### src/rtl/sr_drive_pkg.sv
// Shared types and defaults for the sr_latch drive controller.
package sr_drive_pkg;

  typedef enum logic [1:0] {
    IDLE,
    PULSE_S,
    PULSE_R,
    GAP
  } state_e;

  localparam logic DIR_SET = 1'b0;
  localparam logic DIR_RST = 1'b1;

  localparam int DEF_DEB_CYCLES   = 4;
  localparam int DEF_PULSE_CYCLES = 2;
  localparam int DEF_GAP_CYCLES   = 1;

endpackage

### src/rtl/sr_drive_ctrl_if.sv
// Request inputs and latch drive outputs of sr_drive_ctrl.
interface sr_drive_ctrl_if;
  import sr_drive_pkg::*;

  logic set_req;
  logic rst_req;
  logic S;
  logic R;
  logic busy;
  logic q_exp;
  logic conflict;

  modport master (
    input  set_req, rst_req,
    output S, R, busy, q_exp, conflict
  );

  modport slave (
    output set_req, rst_req,
    input  S, R, busy, q_exp, conflict
  );

endinterface

### src/rtl/sr_drive_ctrl_debounce.sv
// 2-flop synchronizer plus debounce counter; one-cycle event on
// each debounced rising transition.
module sr_debounce
  import sr_drive_pkg::*;
#(
  parameter int DEB_CYCLES = DEF_DEB_CYCLES
) (
  input  logic clk,
  input  logic rst_n,
  input  logic din,
  output logic level,
  output logic rise
);

  localparam int CW = $clog2(DEB_CYCLES + 1);
  localparam logic [CW-1:0] DEB_TOP = CW'(DEB_CYCLES);

  logic          s1_q, s2_q;
  logic          lvl_q, lvl_d;
  logic          rise_q, rise_d;
  logic [CW-1:0] cnt_q, cnt_d;

  always_comb begin
    cnt_d  = cnt_q;
    lvl_d  = lvl_q;
    rise_d = 1'b0;
    if (cnt_q == DEB_TOP) begin
      lvl_d  = ~lvl_q;
      rise_d = ~lvl_q;
      cnt_d  = '0;
    end else if (s2_q != lvl_q) begin
      cnt_d = cnt_q + CW'(1);
    end else begin
      cnt_d = '0;
    end
  end

  always_ff @(posedge clk or negedge rst_n) begin
    if (!rst_n) begin
      s1_q   <= 1'b0;
      s2_q   <= 1'b0;
      lvl_q  <= 1'b0;
      rise_q <= 1'b0;
      cnt_q  <= '0;
    end else begin
      s1_q   <= din;
      s2_q   <= s1_q;
      lvl_q  <= lvl_d;
      rise_q <= rise_d;
      cnt_q  <= cnt_d;
    end
  end

  assign level = lvl_q;
  assign rise  = rise_q;

endmodule

### src/rtl/sr_drive_ctrl.sv
// Debounced, arbitrated S/R pulse generator for sr_latch.
// Optional SR_SKIP_REDUNDANT_EN drops events matching q_exp.
module sr_drive_ctrl
  import sr_drive_pkg::*;
#(
  parameter int DEB_CYCLES   = DEF_DEB_CYCLES,
  parameter int PULSE_CYCLES = DEF_PULSE_CYCLES,
  parameter int GAP_CYCLES   = DEF_GAP_CYCLES
) (
  input logic              clk,
  input logic              rst_n,
  sr_drive_ctrl_if.master  bus
);

  localparam int MAXC = (PULSE_CYCLES > GAP_CYCLES) ?
                        PULSE_CYCLES : GAP_CYCLES;
  localparam int CW = $clog2(MAXC + 1);
  localparam logic [CW-1:0] P_LAST = CW'(PULSE_CYCLES - 1);
  localparam logic [CW-1:0] G_LAST = CW'(GAP_CYCLES - 1);

  logic set_lvl, set_rise;
  logic rst_lvl, rst_rise;
  logic unused_lvl;

  sr_debounce #(.DEB_CYCLES(DEB_CYCLES)) u_set (
    .clk   (clk),
    .rst_n (rst_n),
    .din   (bus.set_req),
    .level (set_lvl),
    .rise  (set_rise)
  );

  sr_debounce #(.DEB_CYCLES(DEB_CYCLES)) u_rst (
    .clk   (clk),
    .rst_n (rst_n),
    .din   (bus.rst_req),
    .level (rst_lvl),
    .rise  (rst_rise)
  );

  assign unused_lvl = set_lvl ^ rst_lvl;

  state_e        state_q, state_d;
  logic [CW-1:0] cnt_q, cnt_d;
  logic          q_q, q_d;
  logic          pv_q, pv_d;
  logic          pd_q, pd_d;
  logic          cf_q, cf_d;
  logic          ev_raw, ev_dir, ev_v, take_dir;

  // Reset wins before any redundancy filtering.
  assign ev_raw = set_rise | rst_rise;
  assign ev_dir = rst_rise ? DIR_RST : DIR_SET;
`ifdef SR_SKIP_REDUNDANT_EN
  assign ev_v = ev_raw & ((ev_dir == DIR_SET) ? ~q_q : q_q);
`else
  assign ev_v = ev_raw;
`endif

  always_comb begin
    state_d  = state_q;
    cnt_d    = cnt_q;
    q_d      = q_q;
    pv_d     = pv_q;
    pd_d     = pd_q;
    cf_d     = set_rise & rst_rise;
    take_dir = ev_v ? ev_dir : pd_q;
    unique case (state_q)
      IDLE: begin
        cnt_d = '0;
        pv_d  = 1'b0;
        if (ev_v || pv_q)
          state_d = (take_dir == DIR_RST) ? PULSE_R : PULSE_S;
      end
      PULSE_S, PULSE_R: begin
        if (cnt_q == P_LAST) begin
          state_d = GAP;
          cnt_d   = '0;
          q_d     = (state_q == PULSE_S);
        end else begin
          cnt_d = cnt_q + CW'(1);
        end
      end
      GAP: begin
        if (cnt_q == G_LAST) begin
          state_d = IDLE;
          cnt_d   = '0;
        end else begin
          cnt_d = cnt_q + CW'(1);
        end
      end
      default: state_d = IDLE;
    endcase
    if (state_q != IDLE && ev_v) begin
      pv_d = 1'b1;
      pd_d = ev_dir;
    end
  end

  always_ff @(posedge clk or negedge rst_n) begin
    if (!rst_n) begin
      state_q <= IDLE;
      cnt_q   <= '0;
      q_q     <= 1'b0;
      pv_q    <= 1'b0;
      pd_q    <= DIR_SET;
      cf_q    <= 1'b0;
    end else begin
      state_q <= state_d;
      cnt_q   <= cnt_d;
      q_q     <= q_d;
      pv_q    <= pv_d;
      pd_q    <= pd_d;
      cf_q    <= cf_d;
    end
  end

  assign bus.S        = (state_q == PULSE_S);
  assign bus.R        = (state_q == PULSE_R);
  assign bus.busy     = (state_q != IDLE);
  assign bus.q_exp    = q_q;
  assign bus.conflict = cf_q;

endmodule
### src/flat_wrapper.sv
// flat-port wrapper written by rule: the top's interface ports become plain ports
module sr_drive_ctrl_flat import sr_drive_pkg::*;
#(
  parameter int DEB_CYCLES   = DEF_DEB_CYCLES,
  parameter int PULSE_CYCLES = DEF_PULSE_CYCLES,
  parameter int GAP_CYCLES   = DEF_GAP_CYCLES
)
  (clk, rst_n, bus_set_req, bus_rst_req, bus_S, bus_R, bus_busy, bus_q_exp, bus_conflict);
  sr_drive_ctrl_if bus_i ();
  input logic clk;
  input logic rst_n;
  input wire logic [$bits(bus_i.set_req)-1:0] bus_set_req;
  input wire logic [$bits(bus_i.rst_req)-1:0] bus_rst_req;
  output wire logic [$bits(bus_i.S)-1:0] bus_S;
  output wire logic [$bits(bus_i.R)-1:0] bus_R;
  output wire logic [$bits(bus_i.busy)-1:0] bus_busy;
  output wire logic [$bits(bus_i.q_exp)-1:0] bus_q_exp;
  output wire logic [$bits(bus_i.conflict)-1:0] bus_conflict;
  assign bus_i.set_req = bus_set_req;
  assign bus_i.rst_req = bus_rst_req;
  assign bus_S = bus_i.S;
  assign bus_R = bus_i.R;
  assign bus_busy = bus_i.busy;
  assign bus_q_exp = bus_i.q_exp;
  assign bus_conflict = bus_i.conflict;
  sr_drive_ctrl #(.DEB_CYCLES(DEB_CYCLES), .PULSE_CYCLES(PULSE_CYCLES), .GAP_CYCLES(GAP_CYCLES)) u_core (.clk(clk), .rst_n(rst_n), .bus(bus_i));
endmodule
### config.mk
export PLATFORM = sky130hd
export DESIGN_NAME = sr_drive_ctrl_flat
export DESIGN_NICKNAME = d
export VERILOG_FILES = /design/src/rtl/sr_drive_pkg.sv /design/src/rtl/sr_drive_ctrl_if.sv /design/src/rtl/sr_drive_ctrl_debounce.sv /design/src/rtl/sr_drive_ctrl.sv /design/src/flat_wrapper.sv
export SDC_FILE = /design/constraint.sdc
export NUM_CORES = 1
export LEC_CHECK = 0
export CAP_MARGIN = 0
export CORE_ASPECT_RATIO = 0.8
export CORE_UTILIZATION = 25
export DETAILED_ROUTE_END_ITERATION = 8
export SKIP_CTS_REPAIR_TIMING = 1
export SLEW_MARGIN = 10
export SYNTH_ARGS = -nofsm -noshare
export SYNTH_HDL_FRONTEND = slang
export SYNTH_SLANG_ARGS = --single-unit
### constraint.sdc
create_clock -name clk -period 2.25 [get_ports clk]
set_input_delay 0.3375 -clock clk [delete_from_list [all_inputs] [get_ports clk]]
set_output_delay 0.3375 -clock clk [all_outputs]
set_load 0.005 [all_outputs]
==> run metrics, run 1 <==
status complete, no violations; cell count after synthesis 85; Crit path top cell by count inv_1; area share of fa/ha/maj cells after synthesis 0.140; worst path arrival time 1.64 ns; Slowest cell on crit path clkdlybuf4s50_1; fin crit period 1.98 ns; type of element capturing the critical path primary output; hold-critical path endpoint u_core.u_rst.s2_q; initial core utilization 0.274; Core Area 3590 um2; # port buffers 8; Final nets 113; HP Start u_core.u_rst.s1_q; syn nets 100; final setup vio count 0; Final Cycle Share 0.880; DP HPWL 1010 um; ant diodes 0; DRT iter0 DRCs 19; Synth Area in Compound Gates 0.0624; Reg2Reg Depth 4; clk sinks 22; power per cell area 1290 nW/um2; via count 583; Ports 9; Area Overhead vs Synth 22.4%; post-route ant nets 0; Post-Synth XOR/XNOR Area 0.0357; Crit Path Class reg2out; Final Hold Viols 0; initial antenna violation count 0; simple-gate share of the synthesized area 0.101; Netlist Area Pre-Place 982 um2; Slew Limit Fails 0; peak supply drop 440 uV; height of the die 58.1 um; CTS max path bufs 2; synth warn 0; layout cell share with drive strength beyond 1 0.0619; vias in the first global route 584; Slew Limit Headroom 0.678; setup repair after global routing missed its margin no; R2R setup slack 0.44 ns; drt pass-1 iters 4; setup TNS 0 ns; Worst-Skew Late Latency 0.26 ns; hold path cells 0; area of placed instances 1130 um2; gr usage total 0.0788; main combinational cell family by area after synthesis adder cells; Overflow after GRT 0; TritonCTS buffer count 3; clock root buffer clkbuf_8; final wirelength 1350 um; CTS tree yes; GP Congestion 0.710; crit path max fanout 11; type of element launching the critical path register; Pleak 0.558 nW; mux share of post-synthesis cell area 0.0433; die area 4180 um2; largest stage delay on the critical path 0.45 ns; post-DR wirelength/cell 9.05 um; post-layout util 0.335; clock skew 0.00188 ns; htree depth 1; crit-path cells inv_1, ha_1, inv_1, clkdlybuf4s50_1; first-pass GRT wire length 2500 um; Vias/cell 3.91; # DRC 0; class of the worst hold path reg2reg; largest net degree at the start of global routing 23; Unique masters post-synth 22; FF-to-FF End u_core.state_q[1]; reg-to-reg startpoint u_core.state_q[0]; Mean Syn Cell Area 11.6 um2; post-route cell area 1200 um2; sequential fraction of the synthesis area 0.561; fmax 505 MHz; CP Data Required Time 1.91 ns; max-cap viol count 0; Die X 72.1 um; #FFs+latches synth 22; Worst Max-Slew Pin Slew 0.483 ns; Clock transition at path regs 0.08 ns; num rows 19
## registers in the layout (all words and copies together), names as in the netlist, 2 cells and up
name / cells
u_core.u_rst.cnt_q: 3
u_core.u_set.cnt_q: 3
u_core.cnt_q: 2
u_core.state_q: 2
## stage by stage
stage	hold slack [ns]	instances	total power, mW	setup WS (ns)
5_1_grt	0.373	149	1.70	0.0964
6_report	0.356	149	1.55	0.271
2_1_floorplan	0.0419	85	1.03	0.575
4_1_cts	0.359	149	1.58	0.252
3_5_place_dp	0.340	145	1.21	0.449
3_3_place_gp	0.334	145	1.18	0.516
## where the power goes
group / internal (mW) / total, mW / switching [mW] / leakage, nW
clock: 0.237 / 0.363 / 0.125 / 0.0357
sequential: 0.513 / 0.591 / 0.0788 / 0.281
combinational: 0.309 / 0.600 / 0.291 / 0.242
## metal layers
layer / vias to the layer above / global-route usage / wire length [um]
met5: - / 0 / 0
met2: 11 / 0.132 / 609
met4: 0 / 0.00840 / 0
met3: 0 / 0.0417 / 70
met1: 275 / 0.0929 / 668
li1: 297 / - / -
## how the worst max path moves through the flow
stage                                    to              start  slack (ns)  depth (start not counted)
after floorplan           u_core.state_q[1]  u_core.state_q[0]        0.58                          4
after global routing               bus_busy  u_core.state_q[0]         0.1                          4
after detailed placement  u_core.state_q[1]  u_core.state_q[0]        0.45                          4
after global placement    u_core.state_q[1]  u_core.state_q[0]        0.52                          4
after CTS                          bus_busy  u_core.state_q[0]        0.25                          4
final                              bus_busy  u_core.state_q[0]        0.27                          4
## cell usage after synthesis (all sizes together)
master / count / area (um2)
a211oi: 1 / 7.51
a22oi: 1 / 7.51
nor3: 1 / 5.00
xnor2: 4 / 35.0
mux2: 2 / 22.5
a32oi: 1 / 8.76
nand2: 3 / 11.3
a31oi: 2 / 12.5
and3b: 2 / 17.5
clkbuf: 1 / 3.75
nor2: 10 / 37.5
nand2b: 1 / 6.26
o21ai: 2 / 10.0
mux2i: 2 / 20.0
dfrtp: 22 / 551
a21oi: 1 / 5.00
inv: 14 / 52.6
ha: 11 / 138
a222oi: 1 / 10.0
nor2b: 1 / 6.26
nor3b: 2 / 15.0
## cell usage in the layout, fill, tap and decap left out, types with 2 or more instances in the layout
cell type         n
inv_1            14
mux2i_1           2
a31oi_1           2
xnor2_1           4
nor3b_1           2
and3b_1           2
clkbuf_8          3
dfrtp_1          22
nand2_1           3
clkdlybuf4s50_1   8
nor2_1           10
o21ai_0           2
ha_1             11
## cell families after synthesis
logic type,count (synthesis)
buffers and inverters,15
and+or+nand+nor,20
muxes,4
DFF,22
adders and majority gates,11
AOI/OAI and AO/OA,9
xor gates and xnor gates,4
## worst max-delay path: cells and delay by family, from the launching register on
family	cells	cell delay [ns]
flops	1	0.40
buf+inv	3	0.63
fa+ha+maj	1	0.35
## layout make-up
class / count / area [um2]
timing repair buffer: 9 / 87.6
fill: 345 / 2390
clock inverter: 1 / 30.0
multi-input combinational: 48 / 375
sequential: 22 / 551
tap: 52 / 65.1
inverter: 14 / 52.6
clock buffer: 3 / 41.3
Note: power is estimated with default switching activity, not from simulation.
==> inputs of run 2 (changes only) <==
--- a/config.mk
+++ b/config.mk
@@ -7,6 +7,7 @@
 export LEC_CHECK = 0
 export CAP_MARGIN = 0
 export CORE_ASPECT_RATIO = 0.8
+export CORE_MARGIN = 8
 export CORE_UTILIZATION = 25
 export DETAILED_ROUTE_END_ITERATION = 8
 export SKIP_CTS_REPAIR_TIMING = 1
==> constraint.sdc (replaced) <==
create_clock -name clk -period 2 [get_ports clk]
set_input_delay 0.3 -clock clk [delete_from_list [all_inputs] [get_ports clk]]
set_output_delay 0.3 -clock clk [all_outputs]
set_load 0.005 [all_outputs]
==> run metrics, run 2 (synthesis results as in run 1) <==
status complete, no violations; # DRC 0 (unchanged); height of the die 72.1 um (+24%); final wirelength 1590 um (+18%); htree depth 1 (unchanged); CP Data Required Time 1.70 ns (-0.21 ns); worst path arrival time 1.53 ns (-0.11 ns); Slowest cell on crit path clkdlybuf4s50_1; crit-path cells inv_1, ha_4, inv_1, clkdlybuf4s50_1; fmax 547 MHz; gr usage total 0.0598 (-0.0190); Slew Limit Fails 0 (unchanged); Regs by FF count u_core.u_rst.cnt_q: 3 flops, u_core.u_set.cnt_q: 3 flops; Final Cycle Share 0.914; Final nets 113 (unchanged); type of element launching the critical path register; # port buffers 8 (unchanged); post-layout util 0.323 (-0.0124); type of element capturing the critical path primary output; most common cell after layout, fill and taps aside dfrtp_1; clock root buffer clkbuf_8; Die X 86.1 um (+19%); class of the worst hold path reg2reg; power per cell area 1490 nW/um2 (+15%); Vias/cell 3.86 (-1.3%); hold path cells 0 (unchanged); commonest cells after routing, fill and taps aside 22 x dfrtp_1, 14 x inv_1, 10 x nor2_1, 10 x ha_1, 8 x clkdlybuf4s50_1; Core Area 3780 um2 (+5.3%); clk sinks 22 (unchanged); Pleak 0.558 nW (about the same); Final Hold Viols 0 (unchanged); GP Congestion 0.769 (+8.3%); setup repair after global routing missed its margin no; max-cap viol count 0 (unchanged); post-route ant nets 0 (unchanged); initial core utilization 0.260 (-0.0137); Levels on crit path 4 (unchanged); setup TNS 0 ns (unchanged); first-pass GRT wire length 2860 um (+15%); post-DR wirelength/cell 10.5 um (+16%); drt pass-1 iters 4 (unchanged); Reg2Reg Depth 4 (unchanged); Filler Cells Inserted 384 (+11%); final setup vio count 0 (unchanged); Crit Path Class reg2out; Clock transition at path regs 0.08 ns (about the same); CTS max path bufs 2 (unchanged); Area Overhead vs Synth 24.1%; largest net degree at the start of global routing 23 (unchanged); DRT iter0 DRCs 14 (-5); initial antenna violation count 0 (unchanged); fin crit period 1.83 ns; Worst Max-Slew Pin Slew 0.470 ns (-0.0124 ns); Slew Limit Headroom 0.687 (+0.00825); num rows 20 (+1); Overflow after GRT 0 (unchanged); critical path's top delay family buffers and inverters; largest stage delay on the critical path 0.44 ns (about the same); CTS tree yes; Buf/Inv on CP 3 (unchanged); Worst-Skew Late Latency 0.26 ns (about the same); crit path max fanout 11 (unchanged); vias in the first global route 655 (+12%); ant diodes 0 (unchanged); peak supply drop 420 uV (-4.6%); DP HPWL 1170 um (+16%); TritonCTS buffer count 3 (unchanged); die area 6200 um2 (+48%); layout cell share with drive strength beyond 1 0.0722 (+0.0103); clock skew 0.00566 ns (+0.00378 ns); via count 587 (+0.69%); Crit path top cell by count inv_1; Ports 9 (unchanged)
[run 2: area by class of cell]
type | instances | area (um2) | share of cell area
inverter | 14 | 52.6 | 0.0431
timing repair buffer | 9 | 87.6 | 0.0719
multi-input combinational | 48 | 388 | 0.318
sequential | 22 | 551 | 0.452
tap | 55 | 68.8 | 0.0565
clock inverter | 1 | 30.0 | 0.0246
clock buffer | 3 | 41.3 | 0.0339
[run 2: where the power goes]
group / leakage (nW) / internal, mW / switching (mW)
clock: 0.0357 / 0.267 / 0.146
combinational: 0.242 / 0.385 / 0.349
sequential: 0.281 / 0.577 / 0.0915
[run 2: metal layers]
| layer | vias to the layer above | track usage | wire (um) |
|---|---|---|---|
| met1 | 278 | 0.0622 | 706 |
| met4 | 0 | 0.0233 | 10 |
| li1 | 295 | - | - |
| met3 | 2 | 0.0339 | 110 |
| met2 | 12 | 0.0980 | 764 |
| met5 | - | 0 | 0 |
[run 2: final timing paths]
kind                                         from                    end  slack (ns)
worst max-delay path            u_core.state_q[0]               bus_busy        0.17
worst min register to register  u_core.u_set.s1_q      u_core.u_set.s2_q        0.36
min in group asynchronous                   rst_n  u_core.u_rst.cnt_q[1]        0.38
max in group asynchronous                   rst_n       u_core.bus.q_exp        1.40
worst min-delay path            u_core.u_set.s1_q      u_core.u_set.s2_q        0.36
worst max register to register  u_core.state_q[0]      u_core.state_q[1]        0.24
[run 2: per-stage QoR]
stage	worst slack (ns)	cell area [um2]	hold WS, ns	power [mW]	std cells
3_3_place_gp	0.261	1130	0.333	1.33	148
4_1_cts	0.00339	1210	0.356	1.80	152
2_1_floorplan	0.325	982	0.00441	1.16	85
3_5_place_dp	0.175	1130	0.337	1.37	148
6_report	0.172	1220	0.357	1.81	152
5_1_grt	0.0349	1220	0.379	2.00	152
[run 2: worst reg2reg max path: stages, from the launching register on]
cell and delay [ns]:
dfrtp_1 0.40, inv_1 0.16, ha_4 0.25, a222oi_1 0.47
mux2_1 0.36
